==> src/rtl/mmio_out_if.sv <==
// Bus bundle between the CPU memory stage and the MMIO output port.
// master: CPU side (drives the address/store/load strobes and the consumer ready); slave: mmio_out.
interface mmio_out_if;
   logic [31:0] addr;
   logic [31:0] wdata;
   logic        mem_write;
   logic        mem_read;
   logic [31:0] dm_rdata;
   logic        dm_we;
   logic [31:0] rdata;
   logic        out_valid;
   logic [31:0] out_data;
   logic        out_ready;

   modport master (
      output addr, wdata, mem_write, mem_read, dm_rdata, out_ready,
      input  dm_we, rdata, out_valid, out_data
   );

   modport slave (
      input  addr, wdata, mem_write, mem_read, dm_rdata, out_ready,
      output dm_we, rdata, out_valid, out_data
   );
endinterface

==> src/rtl/mmio_out.sv <==
// MMIO output port: a 16-byte window (DATA/STATUS/CLEAR) fronting a DEPTH-entry output FIFO.
// Optional drop counter is built only when MMIO_DROP_CNT_EN is defined.
module mmio_out #(
   parameter int unsigned DEPTH     = 4,
   parameter logic [31:0] MMIO_BASE = 32'h0000_7F00
) (
   input logic        clk,
   input logic        reset,
   mmio_out_if.slave  bus
);

   localparam int unsigned AW      = (DEPTH > 1) ? $clog2(DEPTH) : 1;
   localparam logic [3:0]  DEPTH_C = 4'(DEPTH);

   if (!(DEPTH == 2 || DEPTH == 4 || DEPTH == 8)) begin : g_bad_depth
      $error("mmio_out: DEPTH must be 2, 4 or 8");
   end

   logic [31:0]   mem [DEPTH];
   logic [AW-1:0] head, tail, head_n;
   logic [3:0]    count, count_n;
   logic          out_valid_q;
   logic [31:0]   out_data_q;
   logic          hit, full, empty, data_wr, push, pop;
   logic [3:0]    off;
   logic [15:0]   drop_cnt;
   logic [31:0]   status;

   assign hit     = (bus.addr[31:4] == MMIO_BASE[31:4]);
   assign off     = bus.addr[3:0];
   assign data_wr = bus.mem_write & hit & (off == 4'h0);
   assign full    = (count == DEPTH_C);
   assign empty   = (count == 4'd0);
   assign pop     = out_valid_q & bus.out_ready;
   // A pop frees the slot in the same cycle, so a full FIFO still accepts the store.
   assign push    = data_wr & (~full | pop);
   assign head_n  = pop ? head + AW'(1) : head;

   always_comb begin
      count_n = count;
      case ({push, pop})
         2'b10:   count_n = count + 4'd1;
         2'b01:   count_n = count - 4'd1;
         default: count_n = count;
      endcase
   end

   always_ff @(posedge clk) begin
      if (push) mem[tail] <= bus.wdata;
   end

   always_ff @(posedge clk or negedge reset) begin
      if (!reset) begin
         head        <= '0;
         tail        <= '0;
         count       <= '0;
         out_valid_q <= 1'b0;
         out_data_q  <= '0;
      end else begin
         head        <= head_n;
         if (push) tail <= tail + AW'(1);
         count       <= count_n;
         out_valid_q <= (count_n != 4'd0);
         // Preload the next head word; it is the incoming store when it lands at the new head.
         if (count_n == 4'd0)
            out_data_q <= '0;
         else if (push && (tail == head_n))
            out_data_q <= bus.wdata;
         else
            out_data_q <= mem[head_n];
      end
   end

`ifdef MMIO_DROP_CNT_EN
   logic clr_wr, drop;
   assign clr_wr = bus.mem_write & hit & (off == 4'h8);
   assign drop   = data_wr & full & ~pop;

   always_ff @(posedge clk or negedge reset) begin
      if (!reset)
         drop_cnt <= '0;
      else if (clr_wr)
         drop_cnt <= '0;
      else if (drop && (drop_cnt != 16'hFFFF))
         drop_cnt <= drop_cnt + 16'd1;
   end
`else
   assign drop_cnt = '0;
`endif

   assign status = {drop_cnt, 6'b0, full, empty, 4'b0, count};

   always_comb begin
      bus.rdata = '0;
      if (!hit)
         bus.rdata = bus.dm_rdata;
      else if (bus.mem_read && (off == 4'h4))
         bus.rdata = status;
   end

   assign bus.dm_we     = bus.mem_write & ~hit;
   assign bus.out_valid = out_valid_q;
   assign bus.out_data  = out_data_q;

endmodule

==> src/flat_wrapper.sv <==
// flat-port wrapper written by rule: the top's interface ports become plain ports
module mmio_out_flat 
#(
   parameter int unsigned DEPTH     = 4,
   parameter logic [31:0] MMIO_BASE = 32'h0000_7F00
)
  (clk, reset, bus_addr, bus_wdata, bus_mem_write, bus_mem_read, bus_dm_rdata, bus_out_ready, bus_dm_we, bus_rdata, bus_out_valid, bus_out_data);
  mmio_out_if bus_i ();
  input logic clk;
  input logic reset;
  input wire logic [$bits(bus_i.addr)-1:0] bus_addr;
  input wire logic [$bits(bus_i.wdata)-1:0] bus_wdata;
  input wire logic [$bits(bus_i.mem_write)-1:0] bus_mem_write;
  input wire logic [$bits(bus_i.mem_read)-1:0] bus_mem_read;
  input wire logic [$bits(bus_i.dm_rdata)-1:0] bus_dm_rdata;
  input wire logic [$bits(bus_i.out_ready)-1:0] bus_out_ready;
  output wire logic [$bits(bus_i.dm_we)-1:0] bus_dm_we;
  output wire logic [$bits(bus_i.rdata)-1:0] bus_rdata;
  output wire logic [$bits(bus_i.out_valid)-1:0] bus_out_valid;
  output wire logic [$bits(bus_i.out_data)-1:0] bus_out_data;
  assign bus_i.addr = bus_addr;
  assign bus_i.wdata = bus_wdata;
  assign bus_i.mem_write = bus_mem_write;
  assign bus_i.mem_read = bus_mem_read;
  assign bus_i.dm_rdata = bus_dm_rdata;
  assign bus_i.out_ready = bus_out_ready;
  assign bus_dm_we = bus_i.dm_we;
  assign bus_rdata = bus_i.rdata;
  assign bus_out_valid = bus_i.out_valid;
  assign bus_out_data = bus_i.out_data;
  mmio_out #(.DEPTH(DEPTH), .MMIO_BASE(MMIO_BASE)) u_core (.clk(clk), .reset(reset), .bus(bus_i));
endmodule
==> config.mk <==
export PLATFORM = sky130hd
export DESIGN_NAME = mmio_out_flat
export DESIGN_NICKNAME = d
export VERILOG_FILES = /design/src/rtl/mmio_out_if.sv /design/src/rtl/mmio_out.sv /design/src/flat_wrapper.sv
export SDC_FILE = /design/constraint.sdc
export NUM_CORES = 1
export LEC_CHECK = 0
export BUFFER_PORTS_ARGS = -buffer_cell sky130_fd_sc_hd__buf_2
export CAP_MARGIN = 20
export CELL_PAD_IN_SITES_DETAIL_PLACEMENT = 0
export CELL_PAD_IN_SITES_GLOBAL_PLACEMENT = 1
export CORE_MARGIN = 2
export CORE_UTILIZATION = 41
export DETAILED_ROUTE_END_ITERATION = 7
export HOLD_SLACK_MARGIN = 0.03
export PLACE_DENSITY = 0.76
export SYNTH_ARGS = -nofsm -noshare
export SYNTH_HDL_FRONTEND = slang
export SYNTH_SLANG_ARGS = --single-unit
==> constraint.sdc <==
create_clock -name clk -period 2.5 [get_ports clk]
set_input_delay 0 -clock clk [delete_from_list [all_inputs] [get_ports clk]]
set_output_delay 0 -clock clk [all_outputs]
set_load 0.02 [all_outputs]
Yosys cells after proc, flatten, opt, wreduce, memory -nomap -nowiden
Memory sizes are Yosys's and may differ from the RTL's.
Cells that the tools add are included.

storage, ports and cells
  memories = 1
  word-level logic and storage cells = 38
  bits of input ports = 101
  output and inout port bits = 66
  register bits after elaboration = 41
  memory bits (writable) = 128

cells by class
  mux-type cells = 8
  reduce and logical (&&, ||, !) cells = 6
  equal/unequal tests = 6
  add/subtract/negate cells = 4
  bitwise gates (word level) = 8

memories
  name        depth  bits a word  read ports  clocked after memory_dff  write ports  RTL line        source
  u_core.mem  4      32           1           0                         1            mmio_out.sv:19  logic [31:0] mem [DEPTH];

operator list
  operator                                                             count
  32-bit 2-to-1 mux                                                    3
  28-bit by 11-bit == test with 1-bit output (second input constant)   1
  4-bit zero test                                                      3
  10-bit 2-to-1 mux                                                    1
  4-bit by 3-bit == test with 1-bit output (second input constant)     2
  4-bit case mux with 2 select lines                                   1
  1-bit AND                                                            5
  2-bit by 1-bit adder with 2-bit output (second input constant)       2
  4-bit by 1-bit adder with 4-bit output (second input constant)       1
  4-bit nonzero test                                                   1
  4-bit by 1-bit subtractor with 4-bit output (second input constant)  1
  2-bit by 1-bit == test with 1-bit output (second input constant)     1
  2-bit == test                                                        1
  2-bit == test (second input constant)                                1
  1-bit logical AND                                                    2
  1-bit 2-to-1 mux                                                     2
  2-bit 2-to-1 mux                                                     1
  1-bit inverter                                                       2
  1-bit OR                                                             1

Logic depth before layout (Yosys ltp)
Gate-level depths: netlist of run 1.

  depth after elaboration = 8
  gate-level depth with buffers = 10

Worst setup path before layout of run 1
No wires, ideal clock.

  kind = flip-flop to flip-flop
  from = register u_core.out_valid_q (netlist: u_core.bus.out_valid)
  to = register u_core.out_data_q[10] (netlist: u_core.bus.out_data[10])
  setup slack = -82 ps
  clock period less this slack = 2582 ps
  stages on the path, launching flop included = 10
  setup time = 128 ps
  data arrival time = 2453 ps
  cells stage by stage = dfrtp_1 > nand2_1 > a31oi_1 > ha_1 > a21o_1 > a21oi_1 > mux2i_1 > xnor2_2 > buf_2 > a21oi_2

on the way
  cells in the longest elaborated chain, start to end = 7
  elaborated cells between the ends (all ways) = 13
  those cells by class = 3 x eq/ne; 4 x mux; 3 x bitwise; 2 x reduce/logical; 1 x memory

ends and longest elaborated chain
  element                                                                           RTL line        source
  from (decl)                                                                       mmio_out.sv:22  logic out_valid_q;
  from (signal assigned)                                                            mmio_out.sv:63  out_valid_q <= (count_n != 4'd0);
  1-bit AND (*)                                                                     mmio_out.sv:34  assign pop = out_valid_q & bus.out_ready;
  1-bit OR                                                                          mmio_out.sv:36  assign push = data_wr & (~full | pop);
  1-bit AND                                                                         mmio_out.sv:36
  2-bit by 1-bit == test with 1-bit output / 2-bit == test (equally long branches)  mmio_out.sv:41  case ({push, pop})
  4-bit case mux with 2 select lines                                                mmio_out.sv:41
  4-bit zero test                                                                   mmio_out.sv:65  if (count_n == 4'd0)
  32-bit 2-to-1 mux (*)                                                             mmio_out.sv:65
  to (signal assigned)                                                              mmio_out.sv:68  out_data_q <= bus.wdata;
  to (signal assigned)                                                              mmio_out.sv:70  out_data_q <= mem[head_n];
  to (decl)                                                                         mmio_out.sv:23  logic [31:0] out_data_q;

Every way passes the cells marked *; elsewhere a longest branch is shown, timed or not.
A chain may end at the register's enable or synchronous reset.

Worst setup path in the final report of run 1
  from = register u_core.out_valid_q (netlist: u_core.bus.out_valid)
  to = register u_core.out_data_q[8] (netlist: u_core.bus.out_data[8])

Same word-level chain as after synthesis.

==> qor.csv, run 1 <==
metric,value,unit
status,finished clean,
final RePlAce weighted congestion,0.783,
register area share after synthesis,67.6,%
Final Max Slew Viols,0,
row count,48,
dominant cell type by area after synthesis,edfxtp_1,
Placed Instances,793,
crit path kind,reg2reg,
Ant. Diodes,0,
Synth top cells by count,"edfxtp_1 (128), dfrtp_1 (41), mux2i_1 (34)",
Leak,0.00362,uW
slowest CP cell,mux4_2,
# DRC,0,
P per Cell Area,1110,mW/mm2
vias in the first global route,4575,
CP Cell Sequence,nand2_1 -> buf_4 -> xor2_4 -> buf_4 -> mux4_2 -> mux2i_1 -> a21oi_2,
CP max FO,8,
synthesized area per cell,18.1,um2
Clock Tree Buf Depth,2,
Cells after Synth,397,
max cap viols,0,
clock skew,0.00767,ns
fin util,55.4,%
flop and latch count out of synthesis,169,
CTS Root Cell,clkbuf_16,
Layout Cells excl Fill,858,
Clock transition at path regs,0.06,ns
RSZ-0062 raised after global routing,false,
TNS Setup,0,ns
fin crit share,90.1,%
Pre-Repair DR Iteration Count,5,
Worst-Margin Slew,0.489,ns
via count,4287,
Num CTS Buffers,17,
Critical Path AT,2.56,ns
CP most frequent cell,buf_4,
post-route setup slack,0.247,ns
maximum vdd drop,568,uV
Die ar.,0.0186,mm2
initial core utilization,41.8,%
Worst path max stage delay,0.52,ns
DRT Wirelength,15.3,mm
GRT Total Usage,17.3,%
first-pass GRT wire length,24.0,mm
Synth top area share,53.4,%
Core ar.,0.0172,mm2
Nets,729,
htree depth,4,
Die H,137,um
fillers,1405,
Worst Setup End Kind,register,
"Async S/R FF share, synth",24.3,%
CTS tree,done,
most common cell in the netlist,edfxtp_1,
I/O pin count,167,
CTS Sinks,169,
normalized max-slew margin,67.3,%
crit path time final,2.25,ns
worst hold path type,in2async,
PortBufs,166,
initial drt markers,256,
required time worst endpoint,2.81,ns
initial antenna violation count,0,
yosys warns,0,
dpl ws,0.0330,ns
Final HPWL DP,9.96,mm
Synth Flop Type,edfxtp_1,
largest net degree at the start of global routing,42,
worst skew pair latency,0.42,ns
Via density,5.00,
share of layout cells above drive strength 1,48.0,%
Post-synth EDFFs,128,
Die Wd,137,um
Routed WL per cell,17.8,um
crit path launch type,register,
ANT nets after route,0,
maximum clock rate,444,MHz
Syn Nets,505,
Synth area leaders,"edfxtp_1 (53%), dfrtp_1 (14%), mux4_2 (10%), mux2i_1 (4.7%), a21oi_2 (3.4%)",
Synth cell types,44,
mapped cell area,0.00720,mm2
synth-to-layout area growth,32.5,%
global route total overflow,0,
final setup fails,0,
Fin. Hold Viols,0,
[power breakdown]
group,total [uW],switching [uW],internal (uW)
sequential,3550,175,3370
combinational,4140,2220,1920
clock,2910,1050,1870
total,10600,3450,7160
[cells in the final DEF, fill, tap and decap left out, types with 2 or more instances in the layout]
| master | count |
|---|---|
| clkinvlp_4 | 2 |
| bufinv_16 | 6 |
| and3_1 | 2 |
| nor2_1 | 2 |
| nor4b_4 | 2 |
| xnor2_1 | 5 |
| buf_2 | 166 |
| mux2i_1 | 34 |
| and2_2 | 4 |
| mux2_2 | 2 |
| nand2_1 | 9 |
| a21oi_2 | 28 |
| clkbuf_16 | 17 |
| inv_1 | 8 |
| o21ai_0 | 6 |
| buf_4 | 17 |
| xor2_4 | 2 |
| nor3_1 | 2 |
| clkbuf_1 | 2 |
| and4_1 | 2 |
| buf_12 | 10 |
| ha_1 | 6 |
| dfrtp_1 | 41 |
| a21oi_1 | 6 |
| nor4_4 | 3 |
| nand3_1 | 6 |
| nor2b_1 | 28 |
| mux4_2 | 32 |
| edfxtp_1 | 128 |
| dlygate4sd3_1 | 33 |
[metrics by stage]
stage          total power, uW  instance area [um2]  hold slack [ns]
4_1_cts                  10700                 9520            0.188
6_report                 10600                 9540           0.0519
3_5_place_dp              7780                 8530            0.231
5_1_grt                  11200                 9540           0.0832
2_1_floorplan             6400                 7210           -0.296
3_3_place_gp              7710                 8530            0.228
[worst paths after layout]
check	startpoint	endpoint	slack, ns	cells after the start
max in group asynchronous	reset	u_core.bus.out_data[16]	1.93	3
worst min-delay path	reset	u_core.bus.out_data[2]	0.05	2
worst max-delay path	u_core.bus.out_valid	u_core.bus.out_data[8]	0.25	7
min in group clk	bus_mem_write	u_core.tail[0]	0.20	5
worst max register to register	u_core.bus.out_valid	u_core.bus.out_data[8]	0.25	7
worst min register to register	u_core.count[0]	u_core.count[0]	0.63	1
[registers in the layout, summed over array words and instances (netlist names)]
| signal | flops |
|---|---|
| u_core.head | 2 |
| u_core.bus.out_data | 32 |
| u_core.mem | 128 |
| u_core.tail | 2 |
| u_core.bus.out_valid | 1 |
| u_core.count | 4 |
[critical path: cells and delay by family (launching register included)]
family,cells,cell delay [ns]
compound gates,1,0.04
buf+inv,2,0.47
flops,1,0.40
mux,2,0.71
simple gates,1,0.14
xor+xnor,1,0.37
[what timing repair did]
item	CTS	global route
hold endpoints to repair	201	0
buffers inserted	0	0
setup endpoints to repair	0	3
gates resized for setup	0	1
hold buffers	33	0
[cell families after synthesis]
group | count (synthesis) | share of synthesized area, %
DFF | 169 | 67.6
adders and majority gates | 7 | 1.32
AOI/OAI and AO/OA | 44 | 4.95
and+or+nand+nor | 71 | 7.40
muxes | 68 | 15.0
buffers and inverters | 30 | 2.50
xor gates and xnor gates | 8 | 1.18
[cell type report]
class	instances	area, um2	share of cell area [%]
clock buffer	19	433	4.54
clock inverter	12	221	2.32
inverter	9	33.8	0.354
multi-input combinational	198	2220	23.2
sequential	169	4870	51.0
tap	225	282	2.95
timing repair buffer	226	1490	15.6
[routing by layer]
metal	GRT usage, %	part of all wire (%)	vias to the layer above
li1	-	-	2000
met1	21.7	43	2149
met2	30.2	51	120
met3	3.37	5.0	18
met4	5.67	1.4	0
met5	0	0	-
Note: power is estimated with default switching activity, not from simulation.
==> run 2, diff against run 1 <==
CELL_PAD_IN_SITES_DETAIL_PLACEMENT = 1   (was 0)
==> run 2 against run 1 <==
Against the previous run:
- maximum frequency fell by 3.5%
- count of clock-buffer cells in the layout down 2
- die area is the same
- clock skew increased by 0.0011 ns
- critical path depth grew 3
- via count up 1.3%
- final cell count is the same
- global-route usage up 2.3 points
- sequential power about the same
- register-to-register slack lost 0.08 ns
- final area is 0.62% lower
- critical endpoint is now u_core.bus.out_data[31]
==> qor.csv, run 2 (synthesis results as in run 1) <==
metric,value,unit,change
crit path kind,reg2reg,,
Clock Tree Buf Depth,2,,unchanged
Worst path max stage delay,0.38,ns,-0.14 ns
Routed WL per cell,20.0,um,+12%
via count,4342,,+1.3%
r2r setup slk,0.16,ns,-0.08 ns
largest reg by FF count,u_core.mem,,
Die ar.,0.0186,mm2,unchanged
initial antenna violation count,0,,unchanged
normalized max-slew margin,32.2,%,-35 points
RSZ-0062 raised after global routing,false,,
final RePlAce weighted congestion,0.783,,unchanged
Num CTS Buffers,17,,unchanged
Clock transition at path regs,0.07,ns,about the same
Nets,728,,-0.14%
Die H,137,um,unchanged
max cap viols,0,,unchanged
Die Wd,137,um,unchanged
row count,48,,unchanged
# DRC,0,,unchanged
Ant. Diodes,0,,unchanged
sum of buffers and inverters on the critical path,2,,unchanged
Via density,5.06,,+1.3%
Worst-Margin Slew,1.02,ns,+0.528 ns
crit path launch type,register,,
fin crit share,93.4,%,+3.3 points
P per Cell Area,1110,mW/mm2,-0.46%
worst hold path type,in2reg,,
final instance area,0.00949,mm2,-0.62%
GRT Total Usage,19.6,%,+2.3 points
Worst Setup End Kind,register,,
synth-to-layout area growth,31.7,%,
kind of cell adding the most delay to the critical path,compound AO/OA/AOI/OAI gates,,
reg2reg start,u_core.bus.out_valid,,
PortBufs,166,,unchanged
Fin. Hold Viols,0,,unchanged
"Setup Fix Bufs, Post-CTS",0,,unchanged
Core ar.,0.0172,mm2,unchanged
HP Start,bus_mem_write,,
total power draw,10500,uW,-1.1%
placed inst area,0.00853,mm2,unchanged
first-pass GRT wire length,27.0,mm,+12%
initial drt markers,223,,-13%
largest net degree at the start of global routing,42,,unchanged
maximum vdd drop,677,uV,+19%
Pre-Repair DR Iteration Count,4,,-1
clock skew,0.00878,ns,+0.00111 ns
htree depth,4,,unchanged
ANT nets after route,0,,unchanged
final setup fails,0,,unchanged
worst skew pair latency,0.42,ns,about the same
slowest CP cell,dfrtp_1,,
vias in the first global route,4814,,+5.2%
share of layout cells above drive strength 1,48.5,%,+0.47 points
I/O pin count,167,,unchanged
CP Cell Sequence,nand2_1 -> a31oi_4 -> ha_1 -> a21o_1 -> a21oi_1 -> mux2i_1 -> buf_4 -> xnor2_4 -> buf_12 -> a21oi_1,,
CTS Sinks,169,,unchanged
DRT Wirelength,17.1,mm,+12%
"commonest non-fill, non-tap cells in the layout","buf_2 (166), edfxtp_1 (128), dfrtp_1 (41), mux2i_1 (34), dlygate4sd3_1 (33)",,
CTS tree,done,,
dpl ws,-0.0167,ns,-0.0497 ns
Placed Instances,793,,unchanged
status,finished clean,,
Leak,0.00360,uW,-0.63%
maximum clock rate,428,MHz,-3.5%
post-route setup slack,0.165,ns,-0.0826 ns
Critical Path AT,2.64,ns,+0.08 ns
required time worst endpoint,2.80,ns,about the same
"commonest non-fill, non-tap cell in the layout",buf_2,,
TNS Setup,0,ns,unchanged
CTS Root Cell,clkbuf_16,,
global route total overflow,0,,unchanged
crit path time final,2.34,ns,+0.0826 ns
CP max FO,22,,+14
Layout Cells excl Fill,858,,unchanged
Final Max Slew Viols,0,,unchanged
crit path from,u_core.bus.out_valid,,
max reg flops,128,,unchanged
CP most frequent cell,a21oi_1,,
Final HPWL DP,11.0,mm,+11%
initial core utilization,41.8,%,unchanged
run 2: cell types whose count changed in the layout (fill, tap and decap cells not counted):
cell | before | now
bufinv_16 | 6 | 3
clkinv_4 | 1 | 4
clkbuf_1 | 2 | 0
inv_8 | 0 | 2
buf_12 | 10 | 9
clkinv_1 | 1 | 0
clkinv_2 | 1 | 2
inv_6 | 1 | 2
run 2: what timing repair did:
item / in CTS / in global routing
endpoints found under the setup margin: 0 / 17
hold buffers: 33 / 0
endpoints found under the hold margin: 201 / 0
resized for setup: 0 / 1
run 2: final timing paths:
| path | cells past startpoint | to |
|---|---|---|
| worst max-delay path | 10 | u_core.bus.out_data[31] |
| worst min-delay path | 5 | u_core.tail[0] |
| worst max register to register | 10 | u_core.bus.out_data[31] |
| worst min register to register | 1 | u_core.count[2] |
| max in group asynchronous | 2 | u_core.bus.out_data[13] |
| min in group asynchronous | 2 | u_core.bus.out_data[1] |
run 2: area by class of cell:
type | count | area, um2
clock buffers | 17 | 425
clock inverters | 15 | 190
fillers | 1661 | 7750
inverters | 9 | 33.8
multi-input cells | 198 | 2220
flip-flops and latches | 169 | 4870
well taps | 225 | 282
repair buffers | 225 | 1470
run 2: power by group:
group	total (uW)	switching (uW)	internal [uW]
Clock	2730	1140	1590
Combinational	4210	2290	1920
Sequential	3550	178	3370
Total	10500	3600	6890
run 2: metrics by stage:
| step | hold slack [ns] | utilization, % |
|---|---|---|
| 2_1_floorplan | -0.296 | - |
| 3_3_place_gp | 0.228 | 49.5 |
| 3_5_place_dp | 0.234 | 49.5 |
| 4_1_cts | 0.186 | 55.0 |
| 5_1_grt | 0.215 | 55.0 |
| 6_report | 0.194 | 55.0 |
run 2: tightest hold or removal path: cells and delay by family:
| family | cells | cell delay (ns) |
|---|---|---|
| and+or+nand+nor | 1 | 0.13 |
| AOI/OAI and AO/OA | 1 | 0.07 |
| xor gates and xnor gates | 1 | 0.12 |
| buffers and inverters | 2 | 0.26 |
run 2: per-layer routing:
layer  vias to the layer above  track usage (%)  share of wire [%]
met5                         -                0                  0
met2                       104             34.5                 53
met4                         0             5.44                1.1
met1                      2238             24.7                 41
met3                        17             3.67                4.3
li1                       1983                -                  -
==> run 3, diff against run 2 <==
RECOVER_POWER = 50   (was default)
==> run 3 against run 2 <==
Against the previous run:
- sequential power hardly changed
- final cell count is the same
- largest power group unchanged
- routed wire length rose by 0.44%
- worst setup slack lost 0.012 ns
- sequential share of layout area grew 0.44 points
- first-iteration DRC count increased by 6.3%
- largest cell class unchanged
==> qor.csv, run 3 (synthesis results as in run 1) <==
metric,value,unit,change
fillers,1690,,+1.7%
Clock transition at path regs,0.07,ns,about the same
synth-to-layout area growth,30.6,%,
RSZ-0062 raised after global routing,false,,
maximum clock rate,426,MHz,-0.53%
Via density,5.04,,-0.35%
PortBufs,166,,unchanged
CTS Sinks,169,,unchanged
crit path time final,2.35,ns,+0.0123 ns
Die H,137,um,unchanged
required time worst endpoint,2.80,ns,about the same
Leak,0.00342,uW,-5.0%
first-pass GRT wire length,27.0,mm,unchanged
max cap viols,0,,unchanged
row count,48,,unchanged
Ant. Diodes,0,,unchanged
normalized max-slew margin,24.0,%,-8.2 points
initial core utilization,41.8,%,unchanged
final RePlAce weighted congestion,0.783,,unchanged
"commonest non-fill, non-tap cell in the layout",edfxtp_1,,
crit path launch type,register,,
GRT Total Usage,19.6,%,unchanged
Final Max Slew Viols,0,,unchanged
Core ar.,0.0172,mm2,unchanged
status,finished clean,,
dpl ws,-0.0167,ns,unchanged
Worst-Margin Slew,1.14,ns,+0.123 ns
share of layout cells above drive strength 1,38.2,%,-10 points
CTS Root Cell,clkbuf_16,,
max reg flops,128,,unchanged
Layout Cells excl Fill,858,,unchanged
CP Cell Sequence,nand2_1 -> a31oi_4 -> ha_1 -> a21o_1 -> a21oi_1 -> mux2i_1 -> buf_4 -> xnor2_4 -> buf_12 -> a21oi_1,,
largest net degree at the start of global routing,42,,unchanged
initial antenna violation count,0,,unchanged
slowest CP cell,dfrtp_1,,
fin crit share,93.9,%,+0.49 points
via count,4327,,-0.35%
Clock Tree Buf Depth,2,,unchanged
worst hold stages,5,,unchanged
global route total overflow,0,,unchanged
vias in the first global route,4814,,unchanged
DRT Wirelength,17.2,mm,+0.44%
P per Cell Area,1110,mW/mm2,+0.21%
largest reg by FF count,u_core.mem,,
crit path kind,reg2reg,,
initial drt markers,237,,+6.3%
CTS tree,done,,
Worst path max stage delay,0.38,ns,about the same
Fin. Hold Viols,0,,unchanged
CP most frequent cell,a21oi_1,,
Num CTS Buffers,17,,unchanged
Die Wd,137,um,unchanged
Die ar.,0.0186,mm2,unchanged
clock skew,0.00971,ns,+0.000927 ns
ANT nets after route,0,,unchanged
Pre-Repair DR Iteration Count,4,,unchanged
worst hold path type,in2reg,,
final setup fails,0,,unchanged
post-route setup slack,0.152,ns,-0.0123 ns
CP max FO,22,,unchanged
"commonest non-fill, non-tap cells in the layout","edfxtp_1 (128), buf_2 (100), clkbuf_1 (65), dfrtp_1 (41), mux2i_1 (34)",,
Placed Instances,793,,unchanged
Critical Path AT,2.65,ns,about the same
R2R depth,10,,unchanged
total power draw,10400,uW,-0.65%
Routed WL per cell,20.1,um,+0.44%
Worst Setup End Kind,register,,
maximum vdd drop,681,uV,+0.49%
I/O pin count,167,,unchanged
Final HPWL DP,11.0,mm,unchanged
"Setup Fix Bufs, Post-CTS",0,,unchanged
htree depth,4,,unchanged
worst skew pair latency,0.42,ns,about the same
Nets,728,,unchanged
# DRC,0,,unchanged
## run 3: cell count changes in the layout (fill, tap and decap cells not counted), sizes merged
| cell | previous run | this run |
|---|---|---|
| clkbuf | 17 | 83 |
| buf | 192 | 126 |
## run 3: timing repair
| item | CTS | global route |
|---|---|---|
| hold endpoints to repair | 201 | 0 |
| gates resized for setup | 0 | 1 |
| endpoints found under the setup margin | 0 | 17 |
| hold buffers | 33 | 0 |
## run 3: metrics by stage
step	setup TNS [ns]	util, %	hold slack (ns)	area [um2]
after floorplan	0	-	-0.296	7210
after global placement	0	49.5	0.228	8530
after detailed placement	-0.0441	49.5	0.234	8530
after CTS	0	55.0	0.186	9480
after global routing	0	54.6	0.215	9400
final	0	54.6	0.196	9400
## run 3: cell type report
cell class	instances	area [um2]	share of cell area, %
sequential	169	4870	51.8
multi-input combinational	198	2220	23.6
timing repair buffer	225	1390	14.8
clock buffer	17	425	4.52
tap	225	282	2.99
clock inverter	15	190	2.02
inverter	9	33.8	0.359
## run 3: per-layer routing
metal	up-vias	wire length (um)	GRT usage [%]
met5	-	0	0
met4	0	150	5.44
met3	16	707	3.67
met2	100	9170	34.5
met1	2229	7180	24.7
li1	1982	-	-
## run 3: where the power goes
part           internal [uW]  switching [uW]
Sequential              3370             188
Combinational           1830            2300
Clock                   1590            1140
## run 3: final timing paths
kind / from / end / slack [ns]
max: u_core.bus.out_valid / u_core.bus.out_data[31] / 0.15
min: bus_mem_write / u_core.tail[0] / 0.20
max reg2reg: u_core.bus.out_valid / u_core.bus.out_data[31] / 0.15
min reg2reg: u_core.count[2] / u_core.count[2] / 0.63
max in group asynchronous: reset / u_core.bus.out_data[21] / 1.44
min in group asynchronous: reset / u_core.bus.out_data[1] / 0.37
## run 3: critical path, delay by kind of cell (launching register included)
kind	cells	cell delay (ns)
and+or+nand+nor	1	0.12
DFF	1	0.38
xor gates and xnor gates	1	0.14
adders and majority gates	1	0.28
buffers and inverters	2	0.40
muxes	1	0.21
AOI/OAI and AO/OA	4	0.69
